File: src/rtl/sram_access_controller.sv
// Arbitrates strobed write channels and one read channel onto an async SRAM; writes take 3+WE_CYCLES clocks, reads READ_CYCLES+1 after grant.
// Requests are single-entry per channel: a strobe while that channel is pending is dropped (OVERRUN for writes).
module sram_access_controller #(
    parameter int ADDR_WIDTH  = 19,
    parameter int DATA_WIDTH  = 8,
    parameter int N_WR_PORTS  = 2,
    parameter int WE_CYCLES   = 1,
    parameter int READ_CYCLES = 2,
    parameter int WRAP_EN     = 0
) (
    input  logic                             CLK_MASTER,
    input  logic                             RESET,
    input  logic [N_WR_PORTS-1:0]            WR_STB,
    input  logic [N_WR_PORTS*DATA_WIDTH-1:0] WR_DATA,
    output logic [N_WR_PORTS-1:0]            WR_ACK,
    output logic [N_WR_PORTS-1:0]            OVERRUN,
    input  logic                             RD_STB,
    output logic [DATA_WIDTH-1:0]            RD_DATA,
    output logic                             RD_VALID,
    input  logic                             ADDR_LOAD,
    input  logic [ADDR_WIDTH-1:0]            ADDR_LOAD_VAL,
    output logic                             EMPTY,
    output logic                             FULL,
    output logic                             BUSY,
    output logic [ADDR_WIDTH-1:0]            SRAM_A,
    output logic [DATA_WIDTH-1:0]            SRAM_DQ_OUT,
    output logic                             SRAM_DQ_OE,
    input  logic [DATA_WIDTH-1:0]            SRAM_DQ_IN,
    output logic                             SRAM_WE_n,
    output logic                             SRAM_OE_n
);
    localparam int GW   = (N_WR_PORTS > 1) ? $clog2(N_WR_PORTS) : 1;
    localparam int CMAX = (WE_CYCLES > READ_CYCLES) ? WE_CYCLES : READ_CYCLES;
    localparam int CW   = $clog2(CMAX + 1);
    localparam logic [ADDR_WIDTH-1:0] ADDR_MAX = '1;

    typedef enum logic [2:0] {
        S_IDLE, S_OEIA, S_WRITE, S_WREND, S_INCADDR, S_READ, S_RDCAP
    } state_t;

    state_t                                 state_q, state_d;
    logic [N_WR_PORTS-1:0][DATA_WIDTH-1:0]  hold_q, hold_d;
    logic [N_WR_PORTS-1:0]                  pend_q, pend_d;
    logic [N_WR_PORTS-1:0]                  ovr_q, ovr_d;
    logic [N_WR_PORTS-1:0]                  wr_ack_q, wr_ack_d;
    logic                                   pend_rd_q, pend_rd_d;
    logic [GW-1:0]                          gnt_q, gnt_d;
    logic [CW-1:0]                          cnt_q, cnt_d;
    logic [ADDR_WIDTH-1:0]                  addr_q, addr_d;
    logic                                   full_q, full_d;
    logic                                   ld_pend_q, ld_pend_d;
    logic [ADDR_WIDTH-1:0]                  ld_val_q, ld_val_d;
    logic [DATA_WIDTH-1:0]                  dq_q, dq_d;
    logic [DATA_WIDTH-1:0]                  rd_data_q, rd_data_d;
    logic                                   rd_vld_q, rd_vld_d;

    logic                                   wr_found;
    logic [GW-1:0]                          wr_sel;
    logic [ADDR_WIDTH-1:0]                  adv_addr, ld_eff;
    logic                                   adv_full, ld_any;

    always_comb begin
        wr_found = 1'b0;
        wr_sel   = '0;
        for (int i = N_WR_PORTS - 1; i >= 0; i--) begin
            if (pend_q[i]) begin
                wr_found = 1'b1;
                wr_sel   = GW'(i);
            end
        end
    end

    // Counter stops at max without wrap; the read/write that lands there raises FULL.
    always_comb begin
        adv_full = (WRAP_EN == 0) && (addr_q == ADDR_MAX);
        adv_addr = adv_full ? addr_q : addr_q + 1'b1;
        ld_any   = ADDR_LOAD | ld_pend_q;
        ld_eff   = ADDR_LOAD ? ADDR_LOAD_VAL : ld_val_q;
    end

    always_comb begin
        state_d   = state_q;
        hold_d    = hold_q;
        pend_d    = pend_q;
        ovr_d     = ovr_q;
        wr_ack_d  = '0;
        pend_rd_d = pend_rd_q;
        gnt_d     = gnt_q;
        cnt_d     = cnt_q;
        addr_d    = addr_q;
        full_d    = full_q;
        ld_pend_d = ld_pend_q;
        ld_val_d  = ld_val_q;
        dq_d      = dq_q;
        rd_data_d = rd_data_q;
        rd_vld_d  = 1'b0;

        for (int i = 0; i < N_WR_PORTS; i++) begin
            if (WR_STB[i]) begin
                if (pend_q[i]) begin
                    ovr_d[i] = 1'b1;
                end else begin
                    hold_d[i] = WR_DATA[i*DATA_WIDTH +: DATA_WIDTH];
                    pend_d[i] = 1'b1;
                end
            end
        end
        if (RD_STB && !pend_rd_q) pend_rd_d = 1'b1;

        case (state_q)
            S_IDLE: begin
                // A pending or fresh load takes this slot so the next grant sees the new address.
                if (ld_any) begin
                    addr_d    = ld_eff;
                    full_d    = 1'b0;
                    ld_pend_d = 1'b0;
                end else if (wr_found) begin
                    if (full_q) begin
                        pend_d[wr_sel] = 1'b0;
                        ovr_d[wr_sel]  = 1'b1;
                    end else begin
                        gnt_d   = wr_sel;
                        dq_d    = hold_q[wr_sel];
                        state_d = S_OEIA;
                    end
                end else if (pend_rd_q) begin
                    cnt_d   = CW'(READ_CYCLES - 1);
                    state_d = S_READ;
                end
            end
            S_OEIA: begin
                cnt_d   = CW'(WE_CYCLES - 1);
                state_d = S_WRITE;
            end
            S_WRITE: begin
                if (cnt_q == '0) state_d = S_WREND;
                else             cnt_d   = cnt_q - 1'b1;
            end
            S_WREND:   state_d = S_INCADDR;
            S_INCADDR: begin
                wr_ack_d[gnt_q] = 1'b1;
                pend_d[gnt_q]   = 1'b0;
                addr_d          = adv_addr;
                if (adv_full) full_d = 1'b1;
                state_d = S_IDLE;
            end
            S_READ: begin
                if (cnt_q == '0) state_d = S_RDCAP;
                else             cnt_d   = cnt_q - 1'b1;
            end
            S_RDCAP: begin
                rd_data_d = SRAM_DQ_IN;
                rd_vld_d  = 1'b1;
                pend_rd_d = 1'b0;
                addr_d    = adv_addr;
                if (adv_full) full_d = 1'b1;
                state_d = S_IDLE;
            end
            default: state_d = S_IDLE;
        endcase

        if (state_q != S_IDLE) begin
            if (ADDR_LOAD) begin
                ld_pend_d = 1'b1;
                ld_val_d  = ADDR_LOAD_VAL;
            end
            // Stored load lands on the return edge and wins over the advance.
            if (state_d == S_IDLE && ld_any) begin
                addr_d    = ld_eff;
                full_d    = 1'b0;
                ld_pend_d = 1'b0;
            end
        end
    end

    always_ff @(posedge CLK_MASTER or posedge RESET) begin
        if (RESET) begin
            state_q   <= S_IDLE;
            hold_q    <= '0;
            pend_q    <= '0;
            ovr_q     <= '0;
            wr_ack_q  <= '0;
            pend_rd_q <= 1'b0;
            gnt_q     <= '0;
            cnt_q     <= '0;
            addr_q    <= '0;
            full_q    <= 1'b0;
            ld_pend_q <= 1'b0;
            ld_val_q  <= '0;
            dq_q      <= '0;
            rd_data_q <= '0;
            rd_vld_q  <= 1'b0;
        end else begin
            state_q   <= state_d;
            hold_q    <= hold_d;
            pend_q    <= pend_d;
            ovr_q     <= ovr_d;
            wr_ack_q  <= wr_ack_d;
            pend_rd_q <= pend_rd_d;
            gnt_q     <= gnt_d;
            cnt_q     <= cnt_d;
            addr_q    <= addr_d;
            full_q    <= full_d;
            ld_pend_q <= ld_pend_d;
            ld_val_q  <= ld_val_d;
            dq_q      <= dq_d;
            rd_data_q <= rd_data_d;
            rd_vld_q  <= rd_vld_d;
        end
    end

    // Pin strobes decode straight from the state register so reset forces them at once.
    assign SRAM_WE_n   = (state_q != S_WRITE);
    assign SRAM_OE_n   = !(state_q == S_IDLE || state_q == S_READ || state_q == S_RDCAP);
    assign SRAM_DQ_OE  = (state_q == S_OEIA || state_q == S_WRITE || state_q == S_WREND);
    assign SRAM_DQ_OUT = dq_q;
    assign SRAM_A      = addr_q;
    assign WR_ACK      = wr_ack_q;
    assign OVERRUN     = ovr_q;
    assign RD_DATA     = rd_data_q;
    assign RD_VALID    = rd_vld_q;
    assign EMPTY       = (addr_q == '0);
    assign FULL        = full_q;
    assign BUSY        = (state_q != S_IDLE) || (|pend_q) || pend_rd_q;
endmodule

File: config.mk
export PLATFORM = sky130hd
export DESIGN_NAME = sram_access_controller
export DESIGN_NICKNAME = d
export VERILOG_FILES = /design/src/rtl/sram_access_controller.sv
export SDC_FILE = /design/constraint.sdc
export NUM_CORES = 1
export LEC_CHECK = 0
export ABC_AREA = 1
export BUFFER_PORTS_ARGS = -buffer_cell sky130_fd_sc_hd__buf_2
export CAP_MARGIN = 10
export CORE_MARGIN = 5
export CORE_UTILIZATION = 40
export CTS_BUF_LIST = sky130_fd_sc_hd__clkbuf_8 sky130_fd_sc_hd__clkbuf_16
export CTS_CLUSTER_DIAMETER = 60
export DETAILED_ROUTE_END_ITERATION = 7
export GPL_ROUTABILITY_DRIVEN = 0
export PLACE_DENSITY = 0.65
export SKIP_LAST_GASP = 1
export SYNTH_ARGS = -nofsm -noshare
export SYNTH_HDL_FRONTEND = slang
export SYNTH_SLANG_ARGS = --single-unit
File: constraint.sdc
create_clock -name CLK_MASTER -period 3.15 [get_ports CLK_MASTER]
set_input_delay 0 -clock CLK_MASTER [delete_from_list [all_inputs] [get_ports CLK_MASTER]]
set_output_delay 0 -clock CLK_MASTER [all_outputs]
set_load 0.01 [all_outputs]
=== Word level (Yosys, flattened, before mapping) ===
Index checks and enable logic that the tools add are counted.

* Register bits after elaboration: 86
* Input bits: 49
* Output and inout bits: 46
* Logic and storage cells: 125

* Add/subtract/negate cells: 2
* Magnitude comparators: 4
* Equal/unequal tests: 12
* Muxes and demuxes: 55
* Bitwise gates (word level): 10
* Reductions and logical operators: 26

{| class="wikitable"
|+ Operators with widths
! cell !! number
|-
| $mux W19 || 5
|-
| $pmux W19 S2 || 1
|-
| $mux W2 || 12
|-
| $mux W1 || 23
|-
| $add A19 B1 Y19 const B || 1
|-
| $eq A19 B19 Y1 const B || 1
|-
| $logic_not A19 Y1 || 1
|-
| $mux W3 || 6
|-
| $mux W8 || 2
|-
| $pmux W3 S5 || 1
|-
| $eq A3 B3 Y1 const B || 3
|-
| $ne A2 B2 Y1 const B || 4
|-
| $eq A3 B2 Y1 const B || 2
|-
| $logic_not A3 Y1 || 2
|-
| $logic_or A1 B1 Y1 || 6
|-
| $pmux W2 S3 || 1
|-
| $reduce_bool A3 Y1 || 2
|-
| $reduce_or A2 Y1 || 3
|-
| $reduce_and A5 Y1 || 1
|-
| $and A2 B2 Y2 || 2
|-
| $logic_and A1 B1 Y1 || 4
|-
| $lt A1 B2 Y1 const B || 2
|-
| $not A1 Y1 || 4
|-
| $not A2 Y2 || 2
|-
| other kinds (14) || 18
|}

=== Longest topological paths before layout ===
* Depth after elaboration: 12
* Depth in mapped cells: 12
* Mapped depth without buffers: 12

=== Worst setup path after synthesis ===
Ideal clock, no wire load.

* Kind: reg-to-reg
* Start point: register addr_q[0] (netlist: SRAM_A[0])
* End point: register addr_q[0] (netlist: SRAM_A[0])
* Setup time: 0.065 ns
* Data arrival time: 1.624 ns
* Required time: 3.085 ns
* Slack: 1.461 ns
* Cell stages (with the launch flop): 13
* Buffers on the path: 1
* Period minus slack after synthesis: 1.689 ns
* Cells stage by stage: dfrtp_1 -> ha_1 -> nand3_1 -> inv_2 -> nand2_2 -> nor2_4 -> nand2_4 -> buf_6 -> nand2_1 -> nand3_1 -> nand2_1 -> nand2_1 -> nand2_1

* Cells in the longest elaborated chain, start to end: 5
* Elaborated cells on any way between the ends: 7
* Classes of those cells: 1 x add/sub; 1 x eq/ne; 5 x mux

{| class="wikitable"
|+ Ends and longest elaborated chain
! what !! RTL line !! RTL
|-
| start, declared || 49 || <nowiki>logic [ADDR_WIDTH-1:0] addr_q, addr_d;</nowiki>
|-
| start signal, assigned || 202 || <nowiki>addr_q <= addr_d;</nowiki>
|-
| $add A19 B1 Y19 / $eq A19 B19 Y1 (equally long branches) || 76, 75 ||
|-
| $mux W19 || 76 || <nowiki>adv_addr = adv_full ? addr_q : addr_q + 1'b1;</nowiki>
|-
| $pmux W19 S2 (*) || 110 || <nowiki>case (state_q)</nowiki>
|-
| $mux W19 || 168 || <nowiki>if (state_d == S_IDLE && ld_any) begin</nowiki>
|-
| $mux W19 (*) || 162 || <nowiki>if (state_q != S_IDLE) begin</nowiki>
|-
| via addr_d[0] || 49 ||
|}

Mark *: on every way through the listed nets, which the timed path passes. The rest lies on a longest branch.
A chain may end at the register's enable or synchronous reset.

=== Worst setup path after layout ===
* Start point: register state_q[1]
* End point: register addr_q[13] (netlist: SRAM_A[13])

* Cells in the longest elaborated chain, start to end: 8
* Elaborated cells on any way between the ends: 21
* Classes of those cells: 6 x eq/ne; 10 x mux; 5 x reduce/logical

{| class="wikitable"
|+ Ends and longest elaborated chain
! what !! RTL line !! RTL
|-
| start, declared || 41 || <nowiki>state_t state_q, state_d;</nowiki>
|-
| start signal, assigned || 194 || <nowiki>state_q <= state_d;</nowiki>
|-
| $mux W3 (on tied branches) || 126, 118 ||
|-
| $mux W3 || 117 || <nowiki>end else if (wr_found) begin</nowiki>
|-
| $mux W3 || 113 || <nowiki>if (ld_any) begin</nowiki>
|-
| $pmux W3 S5 || 110 ||
|-
| $logic_not A3 Y1 || 168 ||
|-
| $logic_and A1 B1 Y1 || 168 ||
|-
| $mux W19 || 168 ||
|-
| $mux W19 (*) || 162 ||
|-
| via addr_d[13] || 49 ||
|}

Marked as above.

==> out/qor.csv <==
stage,metric,value,unit
outcome,status,completed,
global_routing,total grt overflow,0,
sta,Final Critical Period,2.345,ns
clocking,Clock transition at path regs,0.07,ns
global_routing,largest net degree at the start of global routing,54,
sta,clk_skew,0.01153,ns
placed_design,Cells after DPL,864,
logic_synthesis,Mean Syn Cell Area,7.494,um^2
global_routing,vias in the first global route,4573,
global_routing,initial antenna violation count,0,
setup_path,CP max stage cell,inv_2,
logic_synthesis,Post-synth top flop,dfrtp_1,
floorplanning,core area,11910,um^2
sta,final hold violation count,0,
logic_synthesis,Netlist cell types,37,
power_and_ir_drop,worst vdd ir,0.3823,mV
clocking,Skew-Pair Late Insertion Delay,0.35,ns
clocking,CTS Buffer Depth,2,
sta,Post-Route Setup TNS,0,ns
global_routing,global-route wire length before repair,21880,um
drt,vias,4571,
clocking,Clock Root Buffer,clkbuf_16,
logic_synthesis,post-synth top area share,44.66,%
setup_path,Setup crit start,state_q[1],
clocking,total CTS buffers,9,
drt,DR pass1 iterations,5,
placed_design,port bufs,94,
logic_synthesis,Post-synth EDFFs,0,
sta,period utilization,74.43,%
sta,Slew HR,34.04,%
clocking,H-Tree Level Count,3,
placed_design,post-DP HPWL,9197,um
floorplanning,Die ar.,14340,um^2
run,max-cap violation count,0,
setup_path,R2R Path Start,state_q[1],
setup_path,WS Path Type,reg2reg,
floorplanning,Die X-Extent,119.8,um
worst_hold_path,cell count of the worst hold path,5,
drt,Final Routed Wirelength,12840,um
logic_synthesis,largest cells by area after synthesis,"dfrtp_1 (45%), nand2_1 (17%), inv_1 (6.0%), nand3_1 (5.8%), o21ai_0 (5.0%)",
drt,WL/cell,14.14,um
setup_path,Worst Setup End Kind,flip-flop,
logic_synthesis,register area share after synthesis,44.66,%
logic_synthesis,"count leader, synth",nand2_1,
setup_path,Startpoint Class,flip-flop,
layout,share of post-route cells with drive strength above 1,20.11,%
worst_hold_path,Hold WC Path Type,in2reg,
setup_path,R2R setup slack,0.81,ns
layout,ANT cells,0,
logic_synthesis,leading area contributor after synthesis,dfrtp_1,
layout,Layout Cells excl Fill,908,
setup_path,Worst R2R Path Depth,9,
logic_synthesis,synth warn,0,
sta,Min Hold Slack,0.02697,ns
sta,RSZ-0062 raised after global routing,false,
logic_synthesis,ys async rst share,100.0,%
floorplanning,I/O pins,95,
clocking,clk sink count,86,
logic_synthesis,area of the mapped netlist,4818,um^2
logic_synthesis,Post-synth top cells,"nand2_1 (212), dfrtp_1 (86), inv_1 (77)",
logic_synthesis,syn_nets,695,
sta,max frequency,0.4265,GHz
logic_synthesis,#FFs+latches synth,86,
sta,Final Max Tran Viols,0,
worst_hold_path,hold worst-path end,ld_val_q[18],
setup_path,worst endpoint required time,3.44,ns
setup_path,"critical path fanouts, max",34,
clocking,CTS tree,built,
drt,Via density,5.034,
sta,final number of setup-violating endpoints,0,
layout,Fillers,1198,
global_routing,gr usage total,18.65,%
setup_path,worst-path cell chain,nor2_1 -> nand2_2 -> inv_2 -> nand2_1 -> o22ai_1 -> inv_1 -> nand3_1 -> nand2_1 -> inv_1,
floorplanning,# rows,40,
setup_path,slowest cell delay on critical path,0.51,ns
floorplanning,Die H,119.8,um
logic_synthesis,Synth Instances,643,
setup_path,"Arr. time, crit path",2.63,ns
setup_path,Top Family by Delay on Critical Path,simple AND/OR/NAND/NOR gates,
power_and_ir_drop,Power Density,975.6,nW/um^2
layout,Layout area overhead,23.32,%
clocking,post-CTS setup buffers,0,
worst_hold_path,min-delay src,ADDR_LOAD_VAL[18],
drt,drt first-iter violations,395,
drt,number of remaining DRC errors,0,
power_and_ir_drop,Leak,3.054,nW
drt,Routed Antenna Nets,0,
setup_path,worst path buffer plus inverter count,3,
layout,Post-layout nets,808,
floorplanning,Initial Util,40.45,%
setup_path,reg-to-reg critical path endpoint,SRAM_A[13],
sta,Slew @ Worst Pin,0.9883,ns
[power breakdown]
part / switching (mW) / leakage (nW) / internal, mW
logic: 1.71 / 1.88 / 0.978
clock network: 0.510 / 0.144 / 0.562
registers: 0.409 / 1.03 / 1.62
[timing repair]
action                     in CTS  in global routing
hold buffers                   28                  0
gates resized for setup         0                  0
hold endpoints to repair       79                  0
setup endpoints to repair       0                  0
[worst register-to-register path: stages, from the launching register on]
cell and delay, ns:
dfrtp_1 0.42, nor2_1 0.21, nand2_2 0.26, inv_2 0.51, nand2_1 0.37, o22ai_1 0.29
inv_1 0.06, nand3_1 0.06, nand2_1 0.05, inv_1 0.05
[routing by layer]
metal  routed length, um  part of all wire, %  vias up  GRT usage [%]
li1                    -                    -     2296              -
met1                5608                   44     2142          23.76
met2                6288                   49      119          31.71
met3                 751                  5.8       14          3.723
met4                 190                  1.5        0          6.299
met5                   0                    0        -              0
[flip-flops by register name (all words and copies together) (netlist names)]
name,flops
FULL,1
WR_ACK,2
pend_q,2
ld_val_q,19
RD_DATA,8
gnt_q,1
OVERRUN,2
ld_pend_q,1
RD_VALID,1
SRAM_A,19
SRAM_DQ_OUT,8
state_q,3
pend_rd_q,1
cnt_q,2
hold_q,16
[layout make-up]
cell class | instances | area, um^2 | area share (%)
clock inverters | 7 | 72.57 | 1.221
inverters | 85 | 322.8 | 5.433
clock buffers | 9 | 225.2 | 3.790
well taps | 147 | 183.9 | 3.095
flip-flops and latches | 86 | 2152 | 36.22
multi-input cells | 450 | 2220 | 37.36
repair buffers | 124 | 765.7 | 12.89
[worst max-delay path by stage]
stage	to	slack [ns]	cells after the start
after floorplan	FULL	0.93	1
after global placement	SRAM_A[15]	0.97	9
after detailed placement	SRAM_A[13]	0.85	9
after CTS	SRAM_A[13]	0.83	9
after global routing	SRAM_A[13]	0.55	9
final	SRAM_A[13]	0.81	9
[stage by stage]
stage / util (%) / cell area (um^2) / setup WS, ns / total power, mW
global route: 49.88 / 5942 / 0.5456 / 6.360
finish: 49.88 / 5942 / 0.8053 / 5.797
floorplan: - / 4818 / 0.9282 / 3.949
global placement: 45.03 / 5364 / 0.9725 / 4.613
CTS: 49.88 / 5942 / 0.8326 / 5.833
detailed placement: 45.03 / 5364 / 0.8532 / 4.715
[cell families (layout without fill, tap and decap cells)]
kind of cell / after synthesis / count (layout) / synth area share, %
adder cells (fa/ha/maj): 3 / 3 / 0.7791
AO/OA/AOI/OAI: 82 / 82 / 9.634
AND/OR/NAND/NOR: 345 / 345 / 31.13
buffers and inverters: 107 / 225 / 9.270
XOR/XNOR: 2 / 2 / 0.3636
multiplexers: 18 / 18 / 4.155
flip-flops: 86 / 86 / 44.66
[cells in the final DEF (no fill, tap or decap), types with 8 or more instances in the layout]
cell type / synthesis / final
nor2_1: 42 / 42
dlygate4sd3_1: 0 / 28
nand3_1: 56 / 56
mux2_2: 16 / 16
o21ai_0: 48 / 48
nand4_1: 10 / 10
clkbuf_16: 0 / 9
o22ai_1: 10 / 10
inv_1: 77 / 76
nand2_1: 212 / 212
a31oi_1: 8 / 8
buf_2: 4 / 94
dfrtp_1: 86 / 86
o211ai_1: 8 / 8
Note: power is estimated with default switching activity, not from simulation.
